<file path="src/rtl/axis_to_video_pkg.sv">
// rtl/axis_to_video_pkg.sv - shared raster constants, FSM encodings and sync window helper
package axis_to_video_pkg;

  localparam int CNT_BITS = 12;

  localparam int DEF_H_DISP = 960;
  localparam int DEF_H_FP   = 16;
  localparam int DEF_H_SYNC = 32;
  localparam int DEF_H_BP   = 48;
  localparam int DEF_V_DISP = 544;
  localparam int DEF_V_FP   = 3;
  localparam int DEF_V_SYNC = 5;
  localparam int DEF_V_BP   = 20;

  localparam logic [1:0] ST_SEEK   = 2'd0;
  localparam logic [1:0] ST_WAIT   = 2'd1;
  localparam logic [1:0] ST_LOCKED = 2'd2;

  function automatic logic in_window(input logic [CNT_BITS-1:0] cnt, input int lo, input int len);
    return (int'(cnt) >= lo) && (int'(cnt) < lo + len);
  endfunction

endpackage

</file>
<file path="src/rtl/sync_fifo_fwft.sv">
// rtl/sync_fifo_fwft.sv - first-word-fall-through FIFO; head word is visible on rdata_o while not empty
module sync_fifo_fwft #(
  parameter int WIDTH     = 10,
  parameter int ADDR_BITS = 5
) (
  input  logic             clk_i,
  input  logic             resetn_i,
  input  logic             push_i,
  input  logic [WIDTH-1:0] wdata_i,
  input  logic             pop_i,
  output logic [WIDTH-1:0] rdata_o,
  output logic             full_o,
  output logic             empty_o
);

  localparam int DEPTH = 1 << ADDR_BITS;

  logic [WIDTH-1:0]     mem_q [DEPTH];
  logic [ADDR_BITS-1:0] wr_ptr_q;
  logic [ADDR_BITS-1:0] rd_ptr_q;
  logic [ADDR_BITS:0]   count_q;
  logic                 do_push;
  logic                 do_pop;

  assign do_push = push_i && !full_o;
  assign do_pop  = pop_i && !empty_o;

  always_ff @(posedge clk_i) begin
    if (!resetn_i) begin
      wr_ptr_q <= '0;
      rd_ptr_q <= '0;
      count_q  <= '0;
    end else begin
      if (do_push) wr_ptr_q <= wr_ptr_q + 1'b1;
      if (do_pop)  rd_ptr_q <= rd_ptr_q + 1'b1;
      case ({do_push, do_pop})
        2'b10:   count_q <= count_q + 1'b1;
        2'b01:   count_q <= count_q - 1'b1;
        default: count_q <= count_q;
      endcase
    end
  end

  // Storage needs no reset: the pointers and count alone define validity.
  always_ff @(posedge clk_i) begin
    if (do_push) mem_q[wr_ptr_q] <= wdata_i;
  end

  assign rdata_o = mem_q[rd_ptr_q];
  assign full_o  = count_q[ADDR_BITS];
  assign empty_o = (count_q == '0);

endmodule

</file>
<file path="src/rtl/axis_to_video.sv">
// rtl/axis_to_video.sv - AXI4-Stream pixels (tuser=SOF) to raster video with a free-running timing generator
module axis_to_video
  import axis_to_video_pkg::*;
#(
  parameter int   DATA_BITS = 8,
  parameter int   ADDR_BITS = 5,
  parameter int   H_DISP    = DEF_H_DISP,
  parameter int   H_FP      = DEF_H_FP,
  parameter int   H_SYNC    = DEF_H_SYNC,
  parameter int   H_BP      = DEF_H_BP,
  parameter int   V_DISP    = DEF_V_DISP,
  parameter int   V_FP      = DEF_V_FP,
  parameter int   V_SYNC    = DEF_V_SYNC,
  parameter int   V_BP      = DEF_V_BP,
  parameter logic SYNC_POL  = 1'b1
) (
  input  logic                 aclk,
  input  logic                 aresetn,
  input  logic                 vid_ce,
  input  logic [DATA_BITS-1:0] s_axis_tdata,
  input  logic                 s_axis_tvalid,
  output logic                 s_axis_tready,
  input  logic                 s_axis_tlast,
  input  logic                 s_axis_tuser,
  output logic                 vid_vsync,
  output logic                 vid_hsync,
  output logic                 vid_active_video,
  output logic [DATA_BITS-1:0] vid_data,
  output logic                 locked,
  output logic                 underflow,
  output logic                 sync_err
);

  localparam int H_TOTAL = H_DISP + H_FP + H_SYNC + H_BP;
  localparam int V_TOTAL = V_DISP + V_FP + V_SYNC + V_BP;

  logic [CNT_BITS-1:0]  h_cnt_q, h_cnt_d;
  logic [CNT_BITS-1:0]  v_cnt_q, v_cnt_d;
  logic [1:0]           state_q, state_d;
  logic                 hsync_q, vsync_q, active_q;
  logic [DATA_BITS-1:0] data_q, data_d;
  logic                 underflow_q, underflow_d;
  logic                 sync_err_q, sync_err_d;

  logic [DATA_BITS+1:0] fifo_rdata;
  logic                 fifo_full, fifo_empty, fifo_pop;
  logic                 head_tuser;
  logic                 unused_head_tlast;
  logic [DATA_BITS-1:0] head_data;
  logic                 pix_active, at_origin, hsync_on, vsync_on;

  sync_fifo_fwft #(
    .WIDTH     (DATA_BITS + 2),
    .ADDR_BITS (ADDR_BITS)
  ) u_fifo (
    .clk_i    (aclk),
    .resetn_i (aresetn),
    .push_i   (s_axis_tvalid),
    .wdata_i  ({s_axis_tuser, s_axis_tlast, s_axis_tdata}),
    .pop_i    (fifo_pop),
    .rdata_o  (fifo_rdata),
    .full_o   (fifo_full),
    .empty_o  (fifo_empty)
  );

  assign head_tuser        = fifo_rdata[DATA_BITS+1];
  assign unused_head_tlast = fifo_rdata[DATA_BITS];
  assign head_data         = fifo_rdata[DATA_BITS-1:0];

  assign pix_active = (int'(h_cnt_q) < H_DISP) && (int'(v_cnt_q) < V_DISP);
  assign at_origin  = (h_cnt_q == '0) && (v_cnt_q == '0);
  assign hsync_on   = in_window(h_cnt_q, H_DISP + H_FP, H_SYNC);
  assign vsync_on   = in_window(v_cnt_q, V_DISP + V_FP, V_SYNC);

  always_comb begin
    h_cnt_d = h_cnt_q;
    v_cnt_d = v_cnt_q;
    if (vid_ce) begin
      if (int'(h_cnt_q) == H_TOTAL - 1) begin
        h_cnt_d = '0;
        if (int'(v_cnt_q) == V_TOTAL - 1) v_cnt_d = '0;
        else                              v_cnt_d = v_cnt_q + 1'b1;
      end else begin
        h_cnt_d = h_cnt_q + 1'b1;
      end
    end
  end

  // The FSM only acts on pixel ticks; a SOF beat out of place is held so it can start the next frame.
  always_comb begin
    state_d     = state_q;
    fifo_pop    = 1'b0;
    data_d      = '0;
    underflow_d = 1'b0;
    sync_err_d  = 1'b0;
    if (vid_ce) begin
      case (state_q)
        ST_SEEK: begin
          if (!fifo_empty) begin
            if (head_tuser) state_d  = ST_WAIT;
            else            fifo_pop = 1'b1;
          end
        end
        ST_WAIT: begin
          if (pix_active && at_origin && !fifo_empty) begin
            fifo_pop = 1'b1;
            data_d   = head_data;
            state_d  = ST_LOCKED;
          end
        end
        ST_LOCKED: begin
          if (pix_active) begin
            if (fifo_empty) begin
              underflow_d = 1'b1;
              state_d     = ST_SEEK;
            end else if (head_tuser && !at_origin) begin
              sync_err_d = 1'b1;
              state_d    = ST_WAIT;
            end else begin
              fifo_pop = 1'b1;
              data_d   = head_data;
            end
          end
        end
        default: state_d = ST_SEEK;
      endcase
    end
  end

  always_ff @(posedge aclk) begin
    if (!aresetn) begin
      h_cnt_q     <= '0;
      v_cnt_q     <= '0;
      state_q     <= ST_SEEK;
      hsync_q     <= ~SYNC_POL;
      vsync_q     <= ~SYNC_POL;
      active_q    <= 1'b0;
      data_q      <= '0;
      underflow_q <= 1'b0;
      sync_err_q  <= 1'b0;
    end else begin
      h_cnt_q     <= h_cnt_d;
      v_cnt_q     <= v_cnt_d;
      state_q     <= state_d;
      underflow_q <= underflow_d;
      sync_err_q  <= sync_err_d;
      if (vid_ce) begin
        hsync_q  <= hsync_on ? SYNC_POL : ~SYNC_POL;
        vsync_q  <= vsync_on ? SYNC_POL : ~SYNC_POL;
        active_q <= pix_active;
        data_q   <= data_d;
      end
    end
  end

  assign s_axis_tready    = !fifo_full;
  assign vid_hsync        = hsync_q;
  assign vid_vsync        = vsync_q;
  assign vid_active_video = active_q;
  assign vid_data         = data_q;
  assign locked           = (state_q == ST_LOCKED);
  assign underflow        = underflow_q;
  assign sync_err         = sync_err_q;

endmodule

</file>
<file path="config.mk">
export PLATFORM = sky130hd
export DESIGN_NAME = axis_to_video
export DESIGN_NICKNAME = d
export VERILOG_FILES = /design/src/rtl/axis_to_video_pkg.sv /design/src/rtl/sync_fifo_fwft.sv /design/src/rtl/axis_to_video.sv
export SDC_FILE = /design/constraint.sdc
export NUM_CORES = 1
export LEC_CHECK = 0
export ABC_AREA = 0
export BUFFER_PORTS_ARGS = -buffer_cell sky130_fd_sc_hd__buf_2
export CAP_MARGIN = 10
export CORE_MARGIN = 4
export CORE_UTILIZATION = 32
export DETAILED_ROUTE_END_ITERATION = 8
export PLACE_DENSITY = 0.57
export SLEW_MARGIN = 20
export SYNTH_ARGS = -nofsm -noshare
export SYNTH_HDL_FRONTEND = slang
export SYNTH_SLANG_ARGS = --single-unit
</file>
<file path="constraint.sdc">
create_clock -name aclk -period 8.77 [get_ports aclk]
set_clock_uncertainty 0.2 [all_clocks]
set_input_delay 0.877 -clock aclk [delete_from_list [all_inputs] [get_ports aclk]]
set_output_delay 0.877 -clock aclk [all_outputs]
set_load 0.02 [all_outputs]
</file>
# After elaboration in Yosys (flattened, before gate mapping)
# Memory sizes are Yosys's and may differ from the RTL's. A register that Yosys moved wholly into a read port is not among the register bits.
# Index checks and enable logic that the tools add are counted.
[word_totals]
ff_bits = 55
ram_bits = 320
input_bits = 14
memories = 1
[classes]
n_addsub = 6
order_cmp = 6
n_eq_ne = 11
mux = 31
n_bitwise = 4
n_reduce_logical = 21
[memory_table]
columns = ["name", "words", "word_bits", "rd", "rd_clocked_by_memory_dff", "wr", "line_no", "source"]
rows = [
  ["u_fifo.mem_q", 32, 10, 1, 1, 1, "sync_fifo_fwft.sv:18", "logic [WIDTH-1:0] mem_q [DEPTH];"],
]
[ops]
columns = ["cell", "n"]
rows = [
  ["$lt A12 B10 Y1 const B", 4],
  ["$mux W8", 4],
  ["$add A12 B1 Y12 const B", 2],
  ["$ge A12 B10 Y1 const B", 2],
  ["$logic_not A12 Y1", 2],
  ["$mux W12", 2],
  ["$pmux W8 S2", 1],
  ["$mux W1", 13],
  ["$eq A12 B11 Y1 const B", 1],
  ["$eq A12 B12 Y1 const B", 1],
  ["$mux W2", 6],
  ["$pmux W6 S2", 1],
  ["$add A5 B1 Y5 const B", 2],
  ["$mux W5", 2],
  ["$logic_and A1 B1 Y1", 9],
  ["$add A6 B1 Y6 const B", 1],
  ["$logic_not A6 Y1", 1],
  ["$ne A2 B2 Y1 const B", 3],
  ["$pmux W2 S3", 1],
  ["$reduce_and A6 Y1", 1],
  ["$sub A6 B1 Y6 const B", 1],
  ["$reduce_or A5 Y1", 1],
  ["$eq A2 B1 Y1 const B", 2],
  ["$eq A2 B2 Y1 const B", 2],
  ["9 further kinds", 14],
]

# Longest topological paths before layout
# Gate-level depths: netlist of run 1.
[logic_depth]
word_depth = 12
depth_mapped = 20
depth_no_buf = 19

# By module
# From an unflattened synthesis of run 1, not the netlist that was laid out.
[unflattened]
cells_unflattened = 957
hier_area_um2 = 15428.5
[modules_own_cells]
columns = ["module", "n_inst", "cells_each", "area_per_inst_um2"]
rows = [
  ["sync_fifo_fwft", 1, 735, 13442.9],
  ["axis_to_video", 1, 222, 1985.7],
]

# Least setup slack after synthesis of run 1
# OpenSTA, ideal clock, no wires.
[synth_timing]
path_type = "reg2reg"
start = "reg v_cnt_q[11]"
end = "reg u_fifo.count_q[4]"
arrival_time_ns = 3.573
required_ns = 8.444
slack_ns = 4.871
path_stages_with_launch = 19
synth_period_minus_slack_ns = 3.899
path_cell_list = "dfxtp_1 or4_4 or3_4 nor4_4 nand4_1 o31ai_1 a21oi_4 inv_1 ha_1 clkbuf_1 xor2_1 ha_1 a21oi_1 nor2b_1 o21ai_0 a21oi_1 a221oi_1 or3_1 a21boi_0"
[synth_between]
elab_chain_cells = 12
elab_cells_between_ends = 19
[synth_lines]
columns = ["item", "line_no", "source"]
rows = [
  ["start, declared", "axis_to_video.sv:38", "logic [CNT_BITS-1:0] v_cnt_q, v_cnt_d;"],
  ["start signal, assigned", "axis_to_video.sv:143", "v_cnt_q <= v_cnt_d;"],
  ["parallel branches: the longest is 7 deep, another holds $lt A12 B10 Y1", "n/a", ""],
  ["$pmux W1 S3 *", "axis_to_video.sv:97", "case (state_q)"],
  ["$mux W1 *", "axis_to_video.sv:96", "if (vid_ce) begin"],
  ["$logic_and A1 B1 Y1 *", "sync_fifo_fwft.sv:26", "assign do_pop = pop_i && !empty_o;"],
  ["$eq A2 B1 Y1 or $eq A2 B2 Y1 (tied branches)", "sync_fifo_fwft.sv:36", "case ({do_push, do_pop})"],
  ["$pmux W6 S2 or $reduce_bool A2 Y1 (tied branches)", "n/a", ""],
  ["end signal, assigned", "sync_fifo_fwft.sv:37", "2'b10: count_q <= count_q + 1'b1;"],
  ["end signal, assigned", "sync_fifo_fwft.sv:38", "2'b01: count_q <= count_q - 1'b1;"],
  ["end signal, assigned", "sync_fifo_fwft.sv:39", "default: count_q <= count_q;"],
  ["end, declared", "sync_fifo_fwft.sv:21", "logic [ADDR_BITS:0] count_q;"],
]
# Every way passes the cells marked *.
# A chain may end at the register's enable or synchronous reset.

==> metrics.log, run 1 <==
[metrics] status: finished clean
[metrics] fraction of power spent switching nets: 23.9%
[metrics] Yosys warning total: 0
[metrics] Resized Gates After CTS: 0
[metrics] Critical path destination: u_fifo.count_q[4]
[metrics] cell area after synthesis: 14000 um^2
[metrics] P_sw: 975 uW
[metrics] internal power contribution: 3.10 mW
[metrics] kind of end point of the critical path: flip-flop
[metrics] hold bufs inserted after CTS: 0
[metrics] post-synthesis net count: 850
[metrics] total clock sinks: 348
[metrics] Hold Crit Class: flip-flop to flip-flop
[metrics] cells taking the most area after synthesis: edfxtp_1 (62%), mux4_2 (13%), dfxtp_1 (8.6%)
[metrics] I/O pin cnt: 29
[metrics] mean post-synth cell area: 17.1 um^2
[metrics] top_reg_cell synth: edfxtp_1
[metrics] drt initial violations: 523
[metrics] FFs w/ async S/R, synth: 0%
[metrics] chip height: 217 um
[metrics] Slew HR: 26.3%
[metrics] largest net degree at the start of global routing: 44
[metrics] number of distinct library cells after synthesis: 54
[metrics] sequential power share: 46.4%
[metrics] Post-Place Setup Slack: 4080 ps
[metrics] fin. max-slew vios: 0
[metrics] # port buffers: 27
[metrics] startpoint type of the worst setup path: flip-flop
[metrics] Achievable Freq: 214 MHz
[metrics] Core Region: 43300 um^2
[metrics] number of cells traversed by the worst register-to-register path: 16
[metrics] Yosys reg bits: 348
[metrics] simple-gate portion of the synthesized area: 7.32%
[metrics] worst-skew pair later-pin latency: 530 ps
[metrics] clock tree root buffer cell: clkbuf_16
[metrics] TritonCTS buffer count: 35
[metrics] number of antenna violations at the first check in global routing: 5
[metrics] share of the synthesized netlist area taken by xor and xnor gates: 1.81%
[metrics] placement row count: 76
[metrics] Final Hold Slack: 252 ps
[metrics] WP data arrival: 4920 ps
[metrics] Leakage Power: 5.05 nW
[metrics] postcts setup bufs: 0
[metrics] DR vias/cell: 4.85
[metrics] vias in the first global route: 7243
[metrics] kind of critical path: flip-flop to flip-flop
[metrics] share of cell area taken by muxes after synthesis: 15.0%
[metrics] vias post-DR: 7136
[metrics] dpl cells: 1406
[metrics] cell with the most instances after synthesis: edfxtp_1
[metrics] combinational family with the most area after synthesis: multiplexers
[metrics] total count of hold-check failures in the final report: 0
[metrics] number of enable-type register cells in the synthesized netlist: 288
[metrics] worst reg2reg endpoint: u_fifo.count_q[4]
[metrics] H-Tree Depth: 2
[metrics] starting density of the core: 32.5%
[metrics] maximum capacitance violations: 0
[metrics] gate count of the mapped netlist: 820
[metrics] adder-cell share of the synthesized area: 1.43%
[metrics] worst IR drop on VDD: 0.121 mV
[metrics] proportion of power drawn by combinational gates: 14.3%
[metrics] residual antenna-violating net count after detailed routing: 0
[metrics] RSZ-0062 raised after global routing: false
[metrics] total power draw: 4.07 mW
[metrics] crit-path max FO: 40
[metrics] global route total overflow: 0
[metrics] synthesis-to-finish area growth: 14.7%
[metrics] GRT Util Overall: 12.7%
[metrics] post-detailed-routing wire length: 29700 um
[metrics] TNS Setup: 0 ps
[metrics] minimum clock period after layout: 4670 ps
[metrics] maximum clock path buffer count: 3
[metrics] most used standard cells in the synthesized netlist: edfxtp_1 (288), mux4_2 (80), nor2_1 (62)
[metrics] final setup margin: 4100 ps
[metrics] Post-DP HPWL: 18000 um
[metrics] wire length of the first global-routing pass: 45400 um
[metrics] top-area cell type share of the netlist area: 61.6%
[metrics] Tcrit/Tclk final: 53.3%
[metrics] Die Outline Area: 47300 um^2
[metrics] actual transition at the worst max-transition pin: 1100 ps
[metrics] DRC violations left: 0
[metrics] last weighted congestion value of the routability-driven placer: 0.753
[metrics] PD cells: 253 nW/um^2
[metrics] dominant cell type by area after synthesis: edfxtp_1
[metrics] Clk network pwr share: 39.4%
[metrics] share of post-route cells with drive strength above 1: 21.9%
[metrics] Setup violations, final: 0
[metrics] reg-to-reg slack, setup: 4100 ps
[metrics] average wire length per cell after detail routing: 20.2 um
[metrics] width of the die: 217 um
[metrics] Worst EP required: 9010 ps
[metrics] sequential share of the synthesized area: 70.1%
[metrics] count of placed standard cells in the final layout, fillers left out: 1472
[metrics] share of the synthesized area in compound gates (AO/OA/AOI/OAI): 2.78%
[metrics] CTS tree: done
[metrics] nets@finish: 888
[metrics] First-pass DRT Iterations: 5
[metrics] Worst-path clk slew: 60 ps
[cell families after synthesis]
logic type	after synthesis
DFF	348
and+or+nand+nor	204
muxes	111
AOI/OAI and AO/OA	58
buffers and inverters	54
xor gates and xnor gates	29
adders and majority gates	16
[cells in the final DEF, fill, tap and decap left out, types with 4 or more instances in the layout]
cell,synthesis,layout
edfxtp_1,288,288
mux4_2,80,80
dfxtp_1,60,58
nor2_1,62,56
nand2_1,49,49
clkbuf_16,0,35
mux2i_1,31,31
buf_2,5,27
inv_1,18,18
xnor2_1,18,18
o21ai_0,17,17
ha_1,16,16
nand3_1,15,15
nor2b_1,12,12
xor2_1,11,11
and2_1,10,10
buf_4,0,10
a21oi_1,9,9
or3_1,9,9
nor3_1,9,8
nand4_1,8,8
bufinv_16,0,8
clkinv_2,0,7
nand2b_1,6,6
nor2_2,0,6
a22oi_1,5,5
a21boi_0,5,5
clkinv_1,0,5
clkbuf_1,23,4
[power groups by stage]
stage | clock (mW) | sequential, mW | combinational, mW
floorplan | 0 | 1.88 | 0.476
global placement | 0 | 1.93 | 0.588
detailed placement | 0 | 1.93 | 0.593
CTS | 1.63 | 1.89 | 0.595
global route | 1.71 | 1.90 | 0.637
finish | 1.60 | 1.89 | 0.582
[sequential cells by signal, indices dropped and copies added (netlist names), 2 cells and up, named ones only]
register	count
u_fifo.wr_ptr_q	5
u_fifo.mem_q	288
h_cnt_q	12
u_fifo.rd_ptr_q	5
v_cnt_q	12
state_q	2
vid_data	8
u_fifo.count_q	6
[worst max-delay path, stage by stage (launching register included)]
cell and delay (ps):
dfxtp_4 770, mux2i_1 190, a211o_1 310, o21ai_0 700, o21bai_2 220, a21oi_4 290, inv_1 100, ha_1 350
xor2_1 210, ha_1 200, a21oi_1 230, nor2b_1 70, o21ai_0 140, a21oi_1 80, a221oi_1 250, o21ai_0 110
a21boi_0 150
[worst min-delay path by stage]
stage	startpoint	end	slack, ps	cells past startpoint
after floorplan	u_fifo.rd_ptr_q[4]	flip-flop	260	2
after global placement	vid_data[2]	vid_data[2]	230	2
after detailed placement	vid_data[3]	vid_data[3]	240	2
after CTS	vid_data[3]	vid_data[3]	250	2
after global routing	vid_data[3]	vid_data[3]	280	2
final	vid_data[3]	vid_data[3]	250	2
[routing by layer]
layer / vias to the layer above / part of all wire (%) / GRT usage, %
met2: 148 / 48 / 20.3
li1: 3277 / - / -
met4: 2 / 2.0 / 3.43
met5: - / 0.044 / 0
met3: 42 / 4.5 / 1.95
met1: 3667 / 46 / 18.1
[layout make-up]
cell class,instances,area (um^2)
Clock buffer,40,905
Antenna cell,2,5.00
Clock inverter,24,329
Fill cell,3996,27200
Timing Repair Buffer,37,210
Sequential cell,348,9860
Multi-Input combinational cell,418,4010
Tap cell,585,732
Inverter,18,67.6
[metrics by stage]
stage | util, % | cell area, um^2
final | 37.2 | 16100
after global routing | 37.2 | 16100
after CTS | 37.2 | 16100
after detailed placement | 34.3 | 14900
after global placement | 34.3 | 14900
after floorplan | - | 14000
Note: power is estimated with default switching activity, not from simulation.
==> run 2: changes to the inputs <==
--- a/config.mk
+++ b/config.mk
@@ -11,7 +11,7 @@
 export CORE_MARGIN = 4
 export CORE_UTILIZATION = 32
 export DETAILED_ROUTE_END_ITERATION = 8
-export PLACE_DENSITY = 0.57
+export PLACE_DENSITY = 0.59
 export SLEW_MARGIN = 20
 export SYNTH_ARGS = -nofsm -noshare
 export SYNTH_HDL_FRONTEND = slang
==> constraint.sdc (replaced) <==
create_clock -name aclk -period 4.25 [get_ports aclk]
set_clock_uncertainty 0.2 [all_clocks]
set_input_delay 0.425 -clock aclk [delete_from_list [all_inputs] [get_ports aclk]]
set_output_delay 0.425 -clock aclk [all_outputs]
set_load 0.02 [all_outputs]
==> run 2 against run 1 <==
  * Setup slack lost 3700 ps
  * Clock power rose by 92%
  * Sequential power increased by 100%
  * Critical path depth increased by 2
  * Total power rose by 100%
  * Hold slack worse by 24 ps
  * Cell count up 0.61%
  * Design area barely moved
  * Highest routed layer unchanged
==> metrics.log, run 2 (same netlist as run 1, synthesis figures left out) <==
[metrics] status: finished clean
[metrics] maximum clock path buffer count: 3 (unchanged)
[metrics] I/O pin cnt: 29 (unchanged)
[metrics] startpoint type of the worst setup path: flip-flop
[metrics] global route total overflow: 0 (unchanged)
[metrics] number of logic stages on the critical path including buffering: 18 (+2)
[metrics] nets@finish: 900 (+1.4%)
[metrics] residual antenna-violating net count after detailed routing: 0 (unchanged)
[metrics] TritonCTS buffer count: 35 (unchanged)
[metrics] H-Tree Depth: 2 (unchanged)
[metrics] most frequent standard cell in the layout excluding fill and tap cells: edfxtp_1
[metrics] Core Region: 43300 um^2 (unchanged)
[metrics] CP top delay family: compound AO/OA/AOI/OAI gates
[metrics] fin. max-slew vios: 0 (unchanged)
[metrics] RSZ-0062 raised after global routing: false
[metrics] width of the die: 217 um (unchanged)
[metrics] average wire length per cell after detail routing: 19.5 um (-3.6%)
[metrics] minimum clock period after layout: 3890 ps (-783 ps)
[metrics] kind of critical path: flip-flop to flip-flop
[metrics] last weighted congestion value of the routability-driven placer: 0.760 (+1.0%)
[metrics] Critical path destination: u_fifo.count_q[4]
[metrics] total power draw: 8.20 mW (+100%)
[metrics] kind of end point of the critical path: flip-flop
[metrics] number of cells traversed by the worst register-to-register path: 18 (+2)
[metrics] total clock sinks: 348 (unchanged)
[metrics] ordered list of cells on the worst path: mux2i_1 > a22oi_1 > nand3_1 > o21ai_0 > buf_4 > o31ai_1 > a21oi_4 > inv_1 > ha_1 > xor2_1 > ha_1 > a21oi_1 > nor2b_1 > o21ai_0 > a21oi_1 > a221oi_1 > or3_1 > a21boi_0
[metrics] synthesis-to-finish area growth: 14.6% (about the same)
[metrics] Achievable Freq: 257 MHz (+20%)
[metrics] Die Outline Area: 47300 um^2 (unchanged)
[metrics] clock tree root buffer cell: clkbuf_16
[metrics] vias post-DR: 7142 (+0.084%)
[metrics] worst reg2reg endpoint: u_fifo.count_q[4]
[metrics] max FFs per register: 288 (unchanged)
[metrics] number of antenna violations at the first check in global routing: 2 (-3)
[metrics] dpl cells: 1418 (+0.85%)
[metrics] Hold Crit Class: input port to flip-flop
[metrics] First-pass DRT Iterations: 5 (unchanged)
[metrics] # port buffers: 27 (unchanged)
[metrics] largest registers ranked by flip-flop count: u_fifo.mem_q x288, h_cnt_q x12, v_cnt_q x12
[metrics] worst IR drop on VDD: 0.255 mV (+110%)
[metrics] reg-to-reg slack, setup: 360 ps (-3740 ps)
[metrics] total count of hold-check failures in the final report: 0 (unchanged)
[metrics] count of placed standard cells in the final layout, fillers left out: 1481 (+0.61%)
[metrics] Post-DP HPWL: 18200 um (+0.97%)
[metrics] GRT Util Overall: 12.3% (-0.37 points)
[metrics] crit-path max FO: 29 (-28%)
[metrics] total of fill cells in the finished design: 3943 (-1.3%)
[metrics] DRC violations left: 0 (unchanged)
[metrics] drt initial violations: 598 (+14%)
[metrics] Leakage Power: 5.04 nW (-0.18%)
[metrics] Max stage delay on crit path: 680 ps (-90 ps)
[metrics] Worst EP required: 4490 ps (-4520 ps)
[metrics] number of buffers and inverters on the critical path: 2 (+1)
[metrics] post-detailed-routing wire length: 28800 um (-3.0%)
[metrics] maximum capacitance violations: 0 (unchanged)
[metrics] CTS tree: done
[metrics] placement row count: 76 (unchanged)
[metrics] postcts setup bufs: 0 (unchanged)
[metrics] worst-skew pair later-pin latency: 520 ps (about the same)
[metrics] wire length of the first global-routing pass: 44700 um (-1.5%)
[metrics] WP data arrival: 4140 ps (-780 ps)
[metrics] Critical Path Slowest Stage Cell: dfxtp_4
[metrics] DR vias/cell: 4.82 (-0.52%)
[metrics] vias in the first global route: 7156 (-1.2%)
[metrics] chip height: 217 um (unchanged)
[metrics] largest net degree at the start of global routing: 38 (-14%)
[metrics] share of post-route cells with drive strength above 1: 22.8% (+0.85 points)
[metrics] Tcrit/Tclk final: 91.6% (+38 points)
[metrics] actual transition at the worst max-transition pin: 1040 ps (-65.0 ps)
[metrics] Slew HR: 30.7% (+4.3 points)
[metrics] starting density of the core: 32.5% (unchanged)
[metrics] Top reg by flops: u_fifo.mem_q
[metrics] PD cells: 510 nW/um^2 (+100%)
[metrics] TNS Setup: 0 ps (unchanged)
[metrics] commonest cells after routing, fill and taps aside: edfxtp_1 (288), mux4_2 (80), nor2_1 (61), dfxtp_1 (58), nand2_1 (49)
[metrics] Worst-path clk slew: 70 ps (about the same)
[metrics] number of antenna repair diodes: 0 (-2)
[metrics] Setup violations, final: 0 (unchanged)
==> run 2: what timing repair did <==
item / 4_1_cts / 5_1_grt
gates resized for setup: 0 / 1
hold buffers: 0 / 0
setup endpoints to repair: 0 / 1
==> run 2: cell type report <==
type	count	area, um^2	share of cell area (%)
clock inverters	25	254	1.58
inverters	18	67.6	0.420
well taps	585	732	4.55
clock buffers	38	897	5.57
repair buffers	49	304	1.89
flip-flops and latches	348	9860	61.2
multi-input cells	418	3990	24.8
==> run 2: per-layer routing <==
layer | wire [um] | up-vias | GRT usage (%)
li1 | - | 3290 | -
met1 | 13100 | 3644 | 17.4
met2 | 13800 | 162 | 20.0
met3 | 1340 | 42 | 1.84
met4 | 568 | 4 | 3.39
met5 | 27 | - | 0
==> run 2: metrics by stage <==
step / worst slack [ps] / util [%] / hold WS, ps / area (um^2)
5_1_grt: 14.5 / 37.2 / 243 / 16100
4_1_cts: 337 / 37.2 / 204 / 16100
2_1_floorplan: 351 / - / 256 / 14000
3_3_place_gp: 301 / 34.5 / 229 / 14900
6_report: 359 / 37.2 / 228 / 16100
3_5_place_dp: 373 / 34.5 / 239 / 14900
==> run 2: worst min-delay path by stage <==
stage | from | to | slack (ps) | cells after the start
3_3_place_gp | vid_data[5] | vid_data[5] | 230 | 2
3_5_place_dp | vid_data[5] | vid_data[5] | 240 | 2
2_1_floorplan | u_fifo.rd_ptr_q[4] | flip-flop | 260 | 2
4_1_cts | s_axis_tuser | u_fifo.mem_q[10][9] | 200 | 1
6_report | s_axis_tuser | u_fifo.mem_q[27][9] | 230 | 1
5_1_grt | s_axis_tuser | u_fifo.mem_q[5][9] | 240 | 1
==> run 2: report_power, final <==
part           leakage (nW)  internal (mW)  switching [mW]
Combinational          1.42          0.624           0.661
Sequential             3.08           3.76          0.0757
Clock                 0.543           1.79            1.29
==> run 3: changes to the inputs <==
--- a/config.mk
+++ b/config.mk
@@ -8,10 +8,11 @@
 export ABC_AREA = 0
 export BUFFER_PORTS_ARGS = -buffer_cell sky130_fd_sc_hd__buf_2
 export CAP_MARGIN = 10
+export CORE_ASPECT_RATIO = 0.8
 export CORE_MARGIN = 4
 export CORE_UTILIZATION = 32
 export DETAILED_ROUTE_END_ITERATION = 8
-export PLACE_DENSITY = 0.59
+export PLACE_DENSITY_LB_ADDON = 0.08
 export SLEW_MARGIN = 20
 export SYNTH_ARGS = -nofsm -noshare
 export SYNTH_HDL_FRONTEND = slang
==> run 3 against run 2 <==
  * Cell count fell by 0.74%
  * Sequential cell count did not move
  * Sequential power barely moved
  * Critical path type unchanged
==> metrics.log, run 3 (same netlist as run 1, synthesis figures left out) <==
[metrics] total of fill cells in the finished design: 4008 (+1.6%)
[metrics] kind of end point of the critical path: flip-flop
[metrics] total count of hold-check failures in the final report: 0 (unchanged)
[metrics] number of antenna violations at the first check in global routing: 1 (-1)
[metrics] nets@finish: 910 (+1.1%)
[metrics] Critical Path Slowest Stage Cell: or4_4
[metrics] total power draw: 8.41 mW (+2.5%)
[metrics] Setup violations, final: 0 (unchanged)
[metrics] largest registers ranked by flip-flop count: u_fifo.mem_q x288, h_cnt_q x12, v_cnt_q x12
[metrics] Leakage Power: 5.14 nW (+1.8%)
[metrics] global route total overflow: 0 (unchanged)
[metrics] Core Region: 43200 um^2 (-0.10%)
[metrics] vias post-DR: 7346 (+2.9%)
[metrics] TritonCTS buffer count: 39 (+11%)
[metrics] synthesis-to-finish area growth: 15.4%
[metrics] total clock sinks: 348 (unchanged)
[metrics] chip height: 195 um (-10%)
[metrics] final setup margin: 351 ps (-8.20 ps)
[metrics] crit-path max FO: 4 (-86%)
[metrics] kind of critical path: flip-flop to flip-flop
[metrics] CTS tree: done
[metrics] drt initial violations: 471 (-21%)
[metrics] Worst-path clk slew: 60 ps (about the same)
[metrics] CP top delay family: simple AND/OR/NAND/NOR gates
[metrics] maximum capacitance violations: 0 (unchanged)
[metrics] DR vias/cell: 5.00 (+3.6%)
[metrics] First-pass DRT Iterations: 5 (unchanged)
[metrics] most frequent standard cell in the layout excluding fill and tap cells: edfxtp_1
[metrics] postcts setup bufs: 0 (unchanged)
[metrics] Top reg by flops: u_fifo.mem_q
[metrics] clock tree root buffer cell: clkbuf_16
[metrics] H-Tree Depth: 2 (unchanged)
[metrics] ordered list of cells on the worst path: or4_4 > or3_4 > nor4_4 > o21bai_2 > a21oi_4 > inv_1 > ha_1 > xor2_1 > ha_1 > a21oi_2 > nor2b_1 > o21ai_0 > a21oi_1 > a221oi_1 > or3_1 > a21boi_0
[metrics] worst-skew pair later-pin latency: 530 ps (about the same)
[metrics] post-detailed-routing wire length: 33400 um (+16%)
[metrics] RSZ-0062 raised after global routing: false
[metrics] last weighted congestion value of the routability-driven placer: 0.765 (+0.61%)
[metrics] Slew HR: 26.6% (-4.1 points)
[metrics] width of the die: 242 um (+11%)
[metrics] startpoint type of the worst setup path: flip-flop
[metrics] Resized Gates After CTS: 0 (unchanged)
[metrics] residual antenna-violating net count after detailed routing: 0 (unchanged)
[metrics] actual transition at the worst max-transition pin: 1100 ps (+61.8 ps)
[metrics] TNS Setup: 0 ps (unchanged)
[metrics] hold bufs inserted after CTS: 0 (unchanged)
[metrics] status: finished clean
[metrics] GRT Util Overall: 14.2% (+1.9 points)
[metrics] I/O pin cnt: 29 (unchanged)
[metrics] Post-Place Setup Slack: 323 ps (-49.9 ps)
[metrics] commonest cells after routing, fill and taps aside: edfxtp_1 (288), mux4_2 (80), nor2_1 (59), dfxtp_1 (58), nand2_1 (49)
[metrics] PD cells: 519 nW/um^2 (+1.8%)
[metrics] Tcrit/Tclk final: 91.7% (+0.19 points)
[metrics] DRC violations left: 0 (unchanged)
[metrics] share of post-route cells with drive strength above 1: 23.1% (+0.33 points)
[metrics] Max stage delay on crit path: 540 ps (-140 ps)
[metrics] fin. max-slew vios: 0 (unchanged)
[metrics] Worst EP required: 4490 ps (about the same)
[metrics] Post-DP HPWL: 21200 um (+16%)
[metrics] largest net degree at the start of global routing: 34 (-11%)
[metrics] Hold Crit Class: input port to flip-flop
[metrics] starting density of the core: 32.5% (+0.034 points)
[metrics] wire length of the first global-routing pass: 49800 um (+11%)
[metrics] average wire length per cell after detail routing: 22.7 um (+17%)
[metrics] # port buffers: 27 (unchanged)
[metrics] minimum clock period after layout: 3900 ps (+8.20 ps)
[metrics] maximum clock path buffer count: 3 (unchanged)
[metrics] worst IR drop on VDD: 0.326 mV (+28%)
[metrics] WP data arrival: 4140 ps (about the same)
[metrics] placement row count: 68 (-11%)
[metrics] Top cell by count, worst path: ha_1
[metrics] Achievable Freq: 256 MHz (-0.21%)
[metrics] vias in the first global route: 7630 (+6.6%)
[metrics] Die Outline Area: 47300 um^2 (about the same)
[metrics] max FFs per register: 288 (unchanged)
[metrics] number of buffers and inverters on the critical path: 1 (-1)
## run 3: cell count changes in the layout (fill, tap and decap cells not counted), sizes merged
cell	change
bufinv	-2
diode	+1
inv	-2
clkinvlp	-7
buf	+6
clkinv	+2
clkbuf	+16
## run 3: worst paths after layout
kind,end,from,cells after the start,slack (ps)
setup reg to reg,u_fifo.count_q[4],v_cnt_q[11],16,350
hold / removal,underflow,vid_ce,3,160
setup / recovery,u_fifo.count_q[4],v_cnt_q[11],16,350
hold reg to reg,vid_data[6],vid_data[6],2,260
## run 3: layout make-up
| type | count | area [um^2] | share of cell area [%] |
|---|---|---|---|
| Multi-Input combinational cell | 418 | 4000 | 24.7 |
| Antenna cell | 1 | 2.50 | 0.0154 |
| Tap cell | 560 | 701 | 4.32 |
| Clock inverter | 16 | 140 | 0.865 |
| Timing Repair Buffer | 55 | 345 | 2.13 |
| Inverter | 18 | 67.6 | 0.417 |
| Clock buffer | 54 | 1090 | 6.76 |
| Sequential cell | 348 | 9860 | 60.8 |
## run 3: tightest hold or removal path: cells and delay by family
kind                   cells  cell delay, ps
and+or+nand+nor            2             180
buffers and inverters      1             220
## run 3: routing by layer
layer  global-route usage [%]  share of wire (%)  up-vias
met1                     19.7                 46     3828
li1                         -                  -     3331
met2                     22.7                 47      136
met3                     2.75                4.1       51
met4                     4.49                2.8        0
met5                        0                  0        -
## run 3: through the flow
stage | instance area [um^2] | utilization, % | std cells | hold slack (ps)
after floorplan | 14000 | - | 820 | 256
after global placement | 15000 | 34.6 | 1399 | 231
final | 16200 | 37.5 | 1470 | 158
after CTS | 16200 | 37.5 | 1469 | 126
after global routing | 16200 | 37.5 | 1469 | 164
after detailed placement | 15000 | 34.6 | 1399 | 250
## run 3: power by group
part | total (mW) | switching [mW] | leakage [nW] | internal, mW
Clock | 3.25 | 1.32 | 0.601 | 1.93
Combinational | 1.32 | 0.696 | 1.45 | 0.626
Sequential | 3.84 | 0.0716 | 3.08 | 3.77
